==> config.mk <==
export PLATFORM = sky130hd
export DESIGN_NAME = regfile_np
export DESIGN_NICKNAME = d
export VERILOG_FILES = /design/src/rtl/regfile_np.sv
export SDC_FILE = /design/constraint.sdc
export NUM_CORES = 1
export LEC_CHECK = 0
export CAP_MARGIN = 10
export CELL_PAD_IN_SITES_DETAIL_PLACEMENT = 0
export CELL_PAD_IN_SITES_GLOBAL_PLACEMENT = 1
export CORE_MARGIN = 5
export CORE_UTILIZATION = 47
export DETAILED_ROUTE_END_ITERATION = 10
export GPL_ROUTABILITY_DRIVEN = 1
export PLACE_DENSITY = 0.87
export RECOVER_POWER = 25
export SKIP_CTS_REPAIR_TIMING = 1
export SLEW_MARGIN = 5
export SYNTH_ARGS = -nofsm -noshare
export SYNTH_HDL_FRONTEND = slang
export SYNTH_SLANG_ARGS = --single-unit
==> constraint.sdc <==
create_clock -name clk -period 2.3 [get_ports clk]
set_input_delay 0.23 -clock clk [delete_from_list [all_inputs] [get_ports clk]]
set_output_delay 0.23 -clock clk [all_outputs]
set_load 0.005 [all_outputs]
==> src/rtl/regfile_np.sv <==
// Parametrised two-read-port register file with R0 accumulator moves, exchange, zero-load and soft-clear sweep.
// Optional same-edge write-to-read forwarding is enabled by defining REGFILE_NP_BYPASS_EN.
module regfile_np #(
    parameter int DATA_W = 8,
    parameter int ADDR_W = 3
) (
    input  logic              clk,
    input  logic              clr_n,
    input  logic              we,
    input  logic [2:0]        mux_sel,
    input  logic [ADDR_W-1:0] write_seg,
    input  logic [ADDR_W-1:0] read_seg_a,
    input  logic [ADDR_W-1:0] read_seg_b,
    input  logic [DATA_W-1:0] OR2,
    input  logic [DATA_W-1:0] ALU_IN,
    input  logic              sclr_req,
    output logic              busy,
    output logic              wr_drop,
    output logic [DATA_W-1:0] dataout_A,
    output logic [DATA_W-1:0] dataout_B
);
    localparam int DEPTH = 2 ** ADDR_W;

    typedef enum logic {IDLE, SWEEP} state_t;

    state_t            state_q, state_d;
    logic [ADDR_W-1:0] cnt_q;
    logic [DATA_W-1:0] mem_q [DEPTH];
    logic [DATA_W-1:0] mem_d [DEPTH];
    logic              mode_valid;
    logic              wr_ok;
    logic              wr_refused;
    logic [DATA_W-1:0] rd_a_p0;
    logic [DATA_W-1:0] rd_b_p0;

    assign mode_valid = (mux_sel <= 3'b101);
    assign wr_ok      = we && (state_q == IDLE) && mode_valid;
    assign wr_refused = we && (state_q == SWEEP) && mode_valid;

    always_comb begin
        state_d = state_q;
        case (state_q)
            IDLE:    if (sclr_req) state_d = SWEEP;
            SWEEP:   if (cnt_q == ADDR_W'(DEPTH - 1)) state_d = IDLE;
            default: state_d = IDLE;
        endcase
    end

    always_comb begin
        busy = (state_q == SWEEP);
    end

    // Next array contents: every source reads pre-edge values, so the exchange is a true swap.
    always_comb begin
        mem_d = mem_q;
        if (wr_ok) begin
            case (mux_sel)
                3'b000: mem_d[write_seg] = mem_q[0];
                3'b001: mem_d[0]         = mem_q[write_seg];
                3'b010: mem_d[write_seg] = OR2;
                3'b011: mem_d[write_seg] = ALU_IN;
                3'b100: begin
                    mem_d[0]         = mem_q[write_seg];
                    mem_d[write_seg] = mem_q[0];
                end
                3'b101: mem_d[write_seg] = '0;
                default: ;
            endcase
        end
        if (state_q == SWEEP) mem_d[cnt_q] = '0;
    end

    always_comb begin
`ifdef REGFILE_NP_BYPASS_EN
        rd_a_p0 = mem_d[read_seg_a];
        rd_b_p0 = mem_d[read_seg_b];
`else
        rd_a_p0 = mem_q[read_seg_a];
        rd_b_p0 = mem_q[read_seg_b];
`endif
    end

    // p0 -> registered outputs
    always_ff @(posedge clk or negedge clr_n) begin
        if (!clr_n) begin
            state_q   <= IDLE;
            cnt_q     <= '0;
            wr_drop   <= 1'b0;
            dataout_A <= '0;
            dataout_B <= '0;
            for (int i = 0; i < DEPTH; i++) mem_q[i] <= '0;
        end else begin
            state_q   <= state_d;
            cnt_q     <= (state_q == SWEEP) ? cnt_q + 1'b1 : '0;
            wr_drop   <= wr_refused;
            dataout_A <= rd_a_p0;
            dataout_B <= rd_b_p0;
            mem_q     <= mem_d;
        end
    end
endmodule

---- Word level (Yosys, flattened, before mapping) ----
Cells that the tools add are included.
W data, S select, Z words.
cells by class
  bitwise logic cells ..................... 9
  add/sub/neg operators ................... 1
  reduce and logical (&&, ||, !) cells .... 7
  multiplexer cells ....................... 25
  eq/ne operators ......................... 6
  magnitude comparators ................... 7
operators with widths
  kind                   number
  $pmux W56 S5           1
  $bwmux W64             4
  $and A64 B64 Y64       2
  $mux W64               2
  $not A64 Y64           2
  $bmux W8 S3            3
  $mux W8                8
  $demux W8 S3           2
  $pmux W8 S6            1
  $ge A4 B4 Y1 const B   4
  $not A3 Y4             4
  $eq A3 B3 Y1 const B   3
  $lt A4 B1 Y1 const B   2
  $eq A3 B2 Y1 const B   2
  $logic_and A1 B1 Y1    6
  $add A3 B1 Y3 const B  1
  $eq A3 B1 Y1 const B   1
  $le A3 B3 Y1 const B   1
  $logic_not A3 Y1       1
  $mux W3                1
  $mux W1                2
  $pmux W1 S2            1
  $not A1 Y1             1
storage, ports and cells
  register bits after elaboration ......... 85
  logic and storage cells ................. 68
  output and inout port bits .............. 18
  input bits .............................. 32

---- Logic depth before layout (Yosys ltp) ----
  word-level depth ........................ 11
  depth in mapped cells ................... 7
  mapped depth without buffers ............ 4

---- Worst setup path after synthesis ----
OpenSTA, ideal clock, no wires.
  kind .................................... reg-to-reg
  start point ............................. reg state_q (netlist: busy)
  end point ............................... reg mem_q[22] (netlist name)
  setup time .............................. 0.134 ns
  path buffers ............................ 2
  path slack .............................. 0.410 ns
  data required time ...................... 2.166 ns
  cell stages (with the launch flop) ...... 7
  arrival ................................. 1.756 ns
  period minus slack after synthesis ...... 1.890 ns
  path through ............................ dfrtp_1 > or3b_4 > or4_4 > buf_6 > buf_6 > o211ai_2 > o21ai_1
RTL lines
  what                      RTL line  RTL
  start: declaration        26        state_t state_q, state_d;
  start signal: assignment  93        state_q <= state_d;
  end signal: assignment    98        mem_q <= mem_d;
  end: declaration          28        logic [DATA_W-1:0] mem_q [DEPTH];

==> summary.md <==
| Metric | Value |
|---|---|
| Unrepaired setup endpoints after global routing | no |
| Area share of and/or/nand/nor cells after synthesis | 0.0888 |
| Starting Density | 0.474 |
| Clock Skew | 0.00985 ns |
| Flop2flop setup slack | 0.34 ns |
| Final WL | 14,700 µm |
| Buffers on Ports | 49 |
| Max_slew headroom | 0.362 |
| Leak | 0.00260 µW |
| Core Region | 10,700 µm² |
| Synth Register Bits | 85 |
| Netlist cell types | 51 |
| Initial DRT Pass Iterations | 5 |
| Max VDD drop | 0.369 mV |
| Xor and xnor fraction of the mapped netlist area | 0.00173 |
| Via density | 6.53 |
| Final nets | 536 |
| CTS tree | yes |
| Synth Instances | 426 |
| Overall power | 4140 µW |
| Top cells by count, synth | dfrtp_1, o211ai_1, mux4_2 |
| Most numerous cell in the Yosys netlist | dfrtp_1 |
| Share of cells above drive strength 1 | 0.265 |
| Adder-Cell Fraction of Synth Area | 0.00493 |
| Total track usage | 0.229 |
| Synth top area share | 0.419 |
| Final setup viols | 0 |
| I/O pin count | 50 |
| Worst hold path class | primary input to register |
| Die height | 114 µm |
| Post-synth top area cell | dfrtp_1 |
| Status | finished clean |
| Synth Area in Compound Gates | 0.186 |
| Worst-Margin Slew | 0.956 ns |
| Setup crit end kind | register |
| Seq/Total Area, Yosys | 0.419 |
| Diode count | 0 |
| Multi-input logic area | 2760 µm² |
| Worst-path cell chain | or3b_4, or4_4, o211ai_1, o21ai_1 |
| Fillers | 893 |
| Synth Net Count | 460 |
| Clock root buffer master | clkbuf_8 |
| Clk slew on worst S/H paths | 0.08 ns |
| Number of global-route vias before repair | 4,086 |
| Slowest CP cell | or4_4 |
| Worst Path Max Fanout | 15 |
| First DRT Iteration DRCs | 415 |
| Die Width | 114 µm |
| Clk buf depth | 2 |
| Area Growth Syn to Fin | 22.5% |
| Grt ovf | 0 |
| Max-Cap Viols | 0 |
| Main synth FF type | dfrtp_1 |
| Fin. Hold Viols | 0 |
| Critical Setup Path Class | register to register |
| Sinks on Clock Net | 85 |
| Row cnt | 38 |
| Mean area per synthesized cell | 11.9 µm² |
| Dpl hpwl | 10,400 µm |
| Fin crit period | 1.96 ns |
| Yosys warnings | 0 |
| CTS H-tree depth | 3 |
| Async S/R FF share, synth | 1.00 |
| Buf/Inv on CP | 0 |
| Vias | 4,211 |
| Global-route wire length before repair | 22,500 µm |
| Top delay family on crit path | simple AND/OR/NAND/NOR gates |
| Top cells by area, synth | dfrtp_1, mux4_2, o211ai_1 |
| Die area | 13,000 µm² |
| Largest net degree at the start of global routing | 50 |
| Worst Path Required | 2.54 ns |
| Achievable Freq | 509 MHz |
| Wire length per cell | 22.8 µm |
| Multiplexer share of the synthesized area | 0.263 |
| Worst Path Arrival | 2.20 ns |
| CTS Buf Count | 9 |
| Final period util | 0.854 |
| Routability cong. | 0.869 |
| Largest family of logic cells by synthesized area | multiplexers |
| Initial antenna violation count | 0 |
| Post-synth EDFFs | 0 |
| Routed Antenna Nets | 0 |
| PwrDens | 666 nW/µm² |
| Skew-Pair Late Insertion Delay | 0.36 ns |
| Setup TNS | 0 ns |
| Final Max Slew Viols | 0 |
| FF+latch area | 2130 µm² |
| Mapped cell area | 5070 µm² |
| CP startpoint kind | register |
| CP peak stage delay | 0.64 ns |
| # DRC | 0 |
[sequential cells by signal, indices dropped and copies added (netlist names)]
| signal | count |
|---|---|
| cnt_q | 3 |
| wr_drop | 1 |
| busy | 1 |
| dataout_A | 8 |
| mem_q | 64 |
| dataout_B | 8 |
[path summary, 6_finish.rpt]
path,start,endpoint,cells after the start
worst max-delay path,busy,mem_q[17],4
worst min-delay path,sclr_req,busy,3
worst max register to register,busy,mem_q[17],4
worst min register to register,mem_q[13],mem_q[13],2
max in group asynchronous,clr_n,mem_q[47],3
min in group asynchronous,clr_n,dataout_A[4],2
[report_power, final]
part	total, µW	internal, µW	switching [µW]
Sequential	1830	1650	186
Combinational	1160	523	638
Clock	1140	596	545
Total	4140	2770	1370
[cell usage in the layout, fill, tap and decap left out, types with 4 or more instances in the layout]
cell type         n
a211oi_1          7
a21oi_1          10
a221o_1           8
a221oi_1          4
a31oi_1           5
buf_12            4
buf_4            47
clkbuf_8          9
clkdlybuf4s50_1  48
dfrtp_1          85
inv_1             4
mux2_2           21
mux2i_1          24
mux4_2           38
nand2_1           6
nand3_1           4
nand4_1           5
nor2_1           25
nor2b_1           6
nor3_1            5
o211ai_1         42
o21ai_0          37
o21ai_1           7
o2bb2ai_1         4
[layout make-up]
type                       count  area share
clock buffer                   9      0.0199
clock inverter                 5      0.0125
inverter                       4     0.00242
multi-input combinational    300       0.444
sequential                    85       0.342
tap                          140      0.0282
timing repair buffer         102       0.151
[metal layers]
layer | vias up | wire (µm) | track usage
met3 | 45 | 1100 | 0.0387
li1 | 1849 | - | -
met4 | 0 | 565 | 0.101
met5 | - | 0 | 0
met2 | 204 | 7370 | 0.378
met1 | 2113 | 5670 | 0.299
[worst min-delay path, stage by stage]
cell             delay [ns]
clkdlybuf4s50_1        0.39
inv_1                  0.05
mux2i_1                0.05
[cells by family after synthesis]
logic type               count (synthesis)
AND/OR/NAND/NOR                         78
buffers and inverters                   41
AO/OA/AOI/OAI                          136
flip-flops                              85
multiplexers                            83
XOR/XNOR                                 1
adder cells (fa/ha/maj)                  2
[per-stage QoR]
step / utilization / area, µm² / hold slack (ns) / worst slack [ns] / instances
after floorplan: - / 5070 / -0.0656 / 0.410 / 426
after global placement: 0.562 / 6020 / 0.228 / 0.0711 / 630
after detailed placement: 0.562 / 6020 / 0.232 / 0.0196 / 630
after CTS: 0.581 / 6220 / -0.154 / 0.375 / 644
after global routing: 0.581 / 6210 / 0.411 / 0.180 / 645
final: 0.581 / 6210 / 0.404 / 0.337 / 645
(Power assumes the default switching activity.)
==> patch 1, RTL diff (config.mk and constraints unchanged) <==
The output `dataout_B` loses its register stage (`dataout_B` becomes a continuous assignment).
--- a/src/rtl/regfile_np.sv
+++ b/src/rtl/regfile_np.sv
@@ -87,16 +87,16 @@
             cnt_q     <= '0;
             wr_drop   <= 1'b0;
             dataout_A <= '0;
-            dataout_B <= '0;
             for (int i = 0; i < DEPTH; i++) mem_q[i] <= '0;
         end else begin
             state_q   <= state_d;
             cnt_q     <= (state_q == SWEEP) ? cnt_q + 1'b1 : '0;
             wr_drop   <= wr_refused;
             dataout_A <= rd_a_p0;
-            dataout_B <= rd_b_p0;
             mem_q     <= mem_d;
         end
     end
+
+    assign dataout_B = rd_b_p0;
 endmodule
 
Function: changed (a bounded check fails within 4 cycles, from zero or initial values).
==> patch 1 against the unedited design <==
Sequential cell count is 8 lower; setup slack worse by 290 ps; synthesized area decreased by 3.9%; maximum frequency decreased by 13%; total power is 0.55% lower; sequential share of layout area decreased by 2.5 points; final area down 2.3%; wire length increased by 1.8%.
==> patch 1: results (changes against the unedited design) <==
[pwr]
p_int_uw = 2790  ; +0.94%
leakage_uw = 0.00253  ; -2.8%
ir_drop_mv = 0.519  ; +41%
powerClk_uw = 1270  ; +11%

[timing]
tightestPinTransition_ps = 829  ; -128 ps

[final_layout]
sh_seq_area_pct = 31.7  ; -2.5 points
clk_share_pct = 4.06  ; +0.82 points
non_clock_buffer_count = 98  ; -3.9%
top_regs = mem_q: 64 flops, dataout_A: 8 flops, cnt_q: 3 flops
nets = 524  ; -2.2%
n_clock_buffer = 11  ; +2
post-route-util_pct = 59.3  ; +1.3 points
register_area_sq_um = 1930  ; -9.4%
fillers = 830  ; -7.1%

[placed_design]
place_area_sq_um = 5800  ; -3.6%
hpwlAfterDp_mm = 10.1  ; -3.2%
place_congestion = 0.936  ; +7.7%

[worst_setup_path]
cpPeakStageDelay_ps = 470  ; -170 ps
r2r-end = mem_q[30]$_DFF_PN0_
r2r_slack_ps = 310  ; -30 ps
cp-endpoint = dataout_B[7]
crit_path_max_fanout = 4  ; -11
cp_top_family = multiplexers
crit_start = mem_q[47]$_DFF_PN0_
crit_slowest_cell = mux4_2

[synthesis]
syn-num-nets = 452  ; -1.7%
ys_top_cells_by_count = dfrtp_1, o211ai_1, mux4_2
synth_seq_area_share_pct = 39.5  ; -2.4 points
synth_area_leaders = dfrtp_1, mux4_2, o211ai_1
synth-seq-cells = 77  ; -9.4%

[global_route]
track_usage_pct = 24.3  ; +1.4 points
grt_first_pass_wirelength_mm = 23.5  ; +4.4%
first_global_vias = 4170  ; +2.1%

[outcome]
outcome = finished clean

[routing]
dr.pass1.iters = 6  ; +1
num_vias = 4250  ; +0.93%
drt-total-wl_mm = 15.0  ; +1.8%
detail_route.iter0.violations = 473  ; +14%

==> patch 1: routing by layer <==
| layer | part of all wire [%] | global-route usage, % |
|---|---|---|
| met3 | 11 | 5.54 |
| met4 | 3.4 | 10.9 |
| met5 | 0 | 0 |
| met1 | 39 | 33.9 |
| met2 | 46 | 36.4 |
==> patch 1: kinds of logic (layout without fill, tap and decap cells) <==
kind of cell	Yosys count	count (layout)	share of synthesized area, %
buf+inv	41	117	3.83
fa+ha+maj	2	2	0.514
mux	83	83	27.3
xor+xnor	1	1	0.180
simple gates	78	78	9.25
flops	77	77	39.5
compound gates	136	136	19.3
==> patch 1: metrics by stage <==
stage / total power, uW / worst slack, ps / TNS [ps] / cells
after global routing: 4290 / 4.32 / 0 / 630
final: 4110 / 49.3 / 0 / 630
after CTS: 4120 / -165 / -1090 / 628
after floorplan: 2300 / 345 / 0 / 418
after global placement: 2810 / -124 / -794 / 613
after detailed placement: 2840 / -145 / -1010 / 613
==> patch 2, RTL diff (config.mk and constraints unchanged) <==
Made on the original files. Add a define of `REGFILE_NP_BYPASS_EN`.
--- a/src/rtl/regfile_np.sv
+++ b/src/rtl/regfile_np.sv
@@ -1,5 +1,7 @@
 // Parametrised two-read-port register file with R0 accumulator moves, exchange, zero-load and soft-clear sweep.
 // Optional same-edge write-to-read forwarding is enabled by defining REGFILE_NP_BYPASS_EN.
+`define REGFILE_NP_BYPASS_EN
+
 module regfile_np #(
     parameter int DATA_W = 8,
     parameter int ADDR_W = 3
Formal check against the unedited RTL: not equivalent (a bounded check fails within 4 cycles, from zero or initial values).
==> patch 2 against the unedited design <==
Synthesized cell count is 43% higher; via count is 39% higher; final area is 24% higher; wire length rose by 36%; first-iteration DRC count rose by 54%; maximum frequency is 12% lower; synthesized area up 11%; setup slack lost 270 ps; sequential cell count unchanged.
Power is not compared: it rests on default switching activity, and its combinational part moved more than twofold at a synthesized area within 25%.
==> patch 2: results (changes against the unedited design) <==
[routing]
wl_per_cell_um = 21.9  ; -3.9%
drt-total-wl_mm = 20.0  ; +36%
met1Wirelength_mm = 8.52  ; +50%
detail_route.iter0.violations = 639  ; +54%
dr_wl_met2_mm = 9.09  ; +23%
num_vias = 5836  ; +39%
met3_length_mm = 2.04  ; +85%

[synthesis]
async_flop_share_pct = 100  ; unchanged
synth_mux_area_share_pct = 13.7  ; -13 points
synth_area_leaders = dfrtp_1, mux2i_1, mux4_2
synthXorXnorAreaFrac_pct = 0.155  ; -0.018 points
synth_seq_area_share_pct = 37.7  ; -4.3 points
postSynthAreaPerCell_sq_um = 9.24  ; -22%
synth_cell_types = 64  ; +25%
ys_top_cells_by_count = dfrtp_1, nand2_1, nor2_1

[global_route]
track_usage_pct = 27.8  ; +4.9 points
grt_max_degree = 47  ; -6.0%
use_met1_pct = 41.2  ; +11 points
global_route.usage.met3_pct = 5.98  ; +2.1 points
first_global_vias = 5622  ; +38%
met2_usage_pct = 40.9  ; +3.1 points

[final_layout]
post-route-util_pct = 64.8  ; +6.7 points
non_clock_buffer_count = 187  ; +83%
drive_above_1_share_pct = 30.1  ; +3.6 points
clk_share_pct = 3.80  ; +0.55 points
n_clock_buffer = 10  ; +1
comb.multi_input.count = 452  ; +51%
fillers = 955  ; +6.9%
inv_count = 27  ; +23
register_area_sq_um = 2130  ; about the same
multi_input_area_share_pct = 44.1  ; -0.27 points

[timing]
tightestPinTransition_ps = 1050  ; +98.0 ps
skew_ps = 5.34  ; -4.51 ps

[clocking]
cts-root-buf = clkbuf_16
clk_transition_reported_paths_ps = 60  ; -20 ps
cts_max_path_buffers = 2  ; unchanged

[placed_design]
place_congestion = 0.972  ; +12%
place_area_sq_um = 7170  ; +19%
placedCellCount = 895  ; +42%
place_ws_ps = -316  ; -336 ps

[worst_setup_path]
crit_slowest_cell = dfrtp_2
cp_top_family = multiplexers
crit_path_max_fanout = 8  ; -7
arrival_ps = 2490  ; +290 ps
cpPeakStageDelay_ps = 460  ; -180 ps
worstRegToRegCells = 7  ; +3

[outcome]
outcome = finished clean

-- patch 2: changes by cell type after synthesis, moves of 10 or more --
cell      change
mux2i_1      +13
a221oi_1     +10
nand3_1      +11
o21ai_0      -23
a21oi_1      +33
mux2_2       -13
mux4_2       -24
a31oi_1      +25
nand2_1      +47
nor3_1       +16
inv_1        +23
nor2_1       +28
o211ai_1     -26
-- patch 2: path summary, 6_finish.rpt --
kind,slack (ps),startpoint,endpoint
hold reg to reg,550,mem_q[9]$_DFF_PN0_,mem_q[9]$_DFF_PN0_
max in group asynchronous,900,clr_n,mem_q[44]$_DFF_PN0_
setup / recovery,60,busy$_DFF_PN0_,dataout_A[6]$_DFF_PN0_
hold / removal,430,sclr_req,busy$_DFF_PN0_
min in group asynchronous,610,clr_n,mem_q[38]$_DFF_PN0_
setup reg to reg,60,busy$_DFF_PN0_,dataout_A[6]$_DFF_PN0_
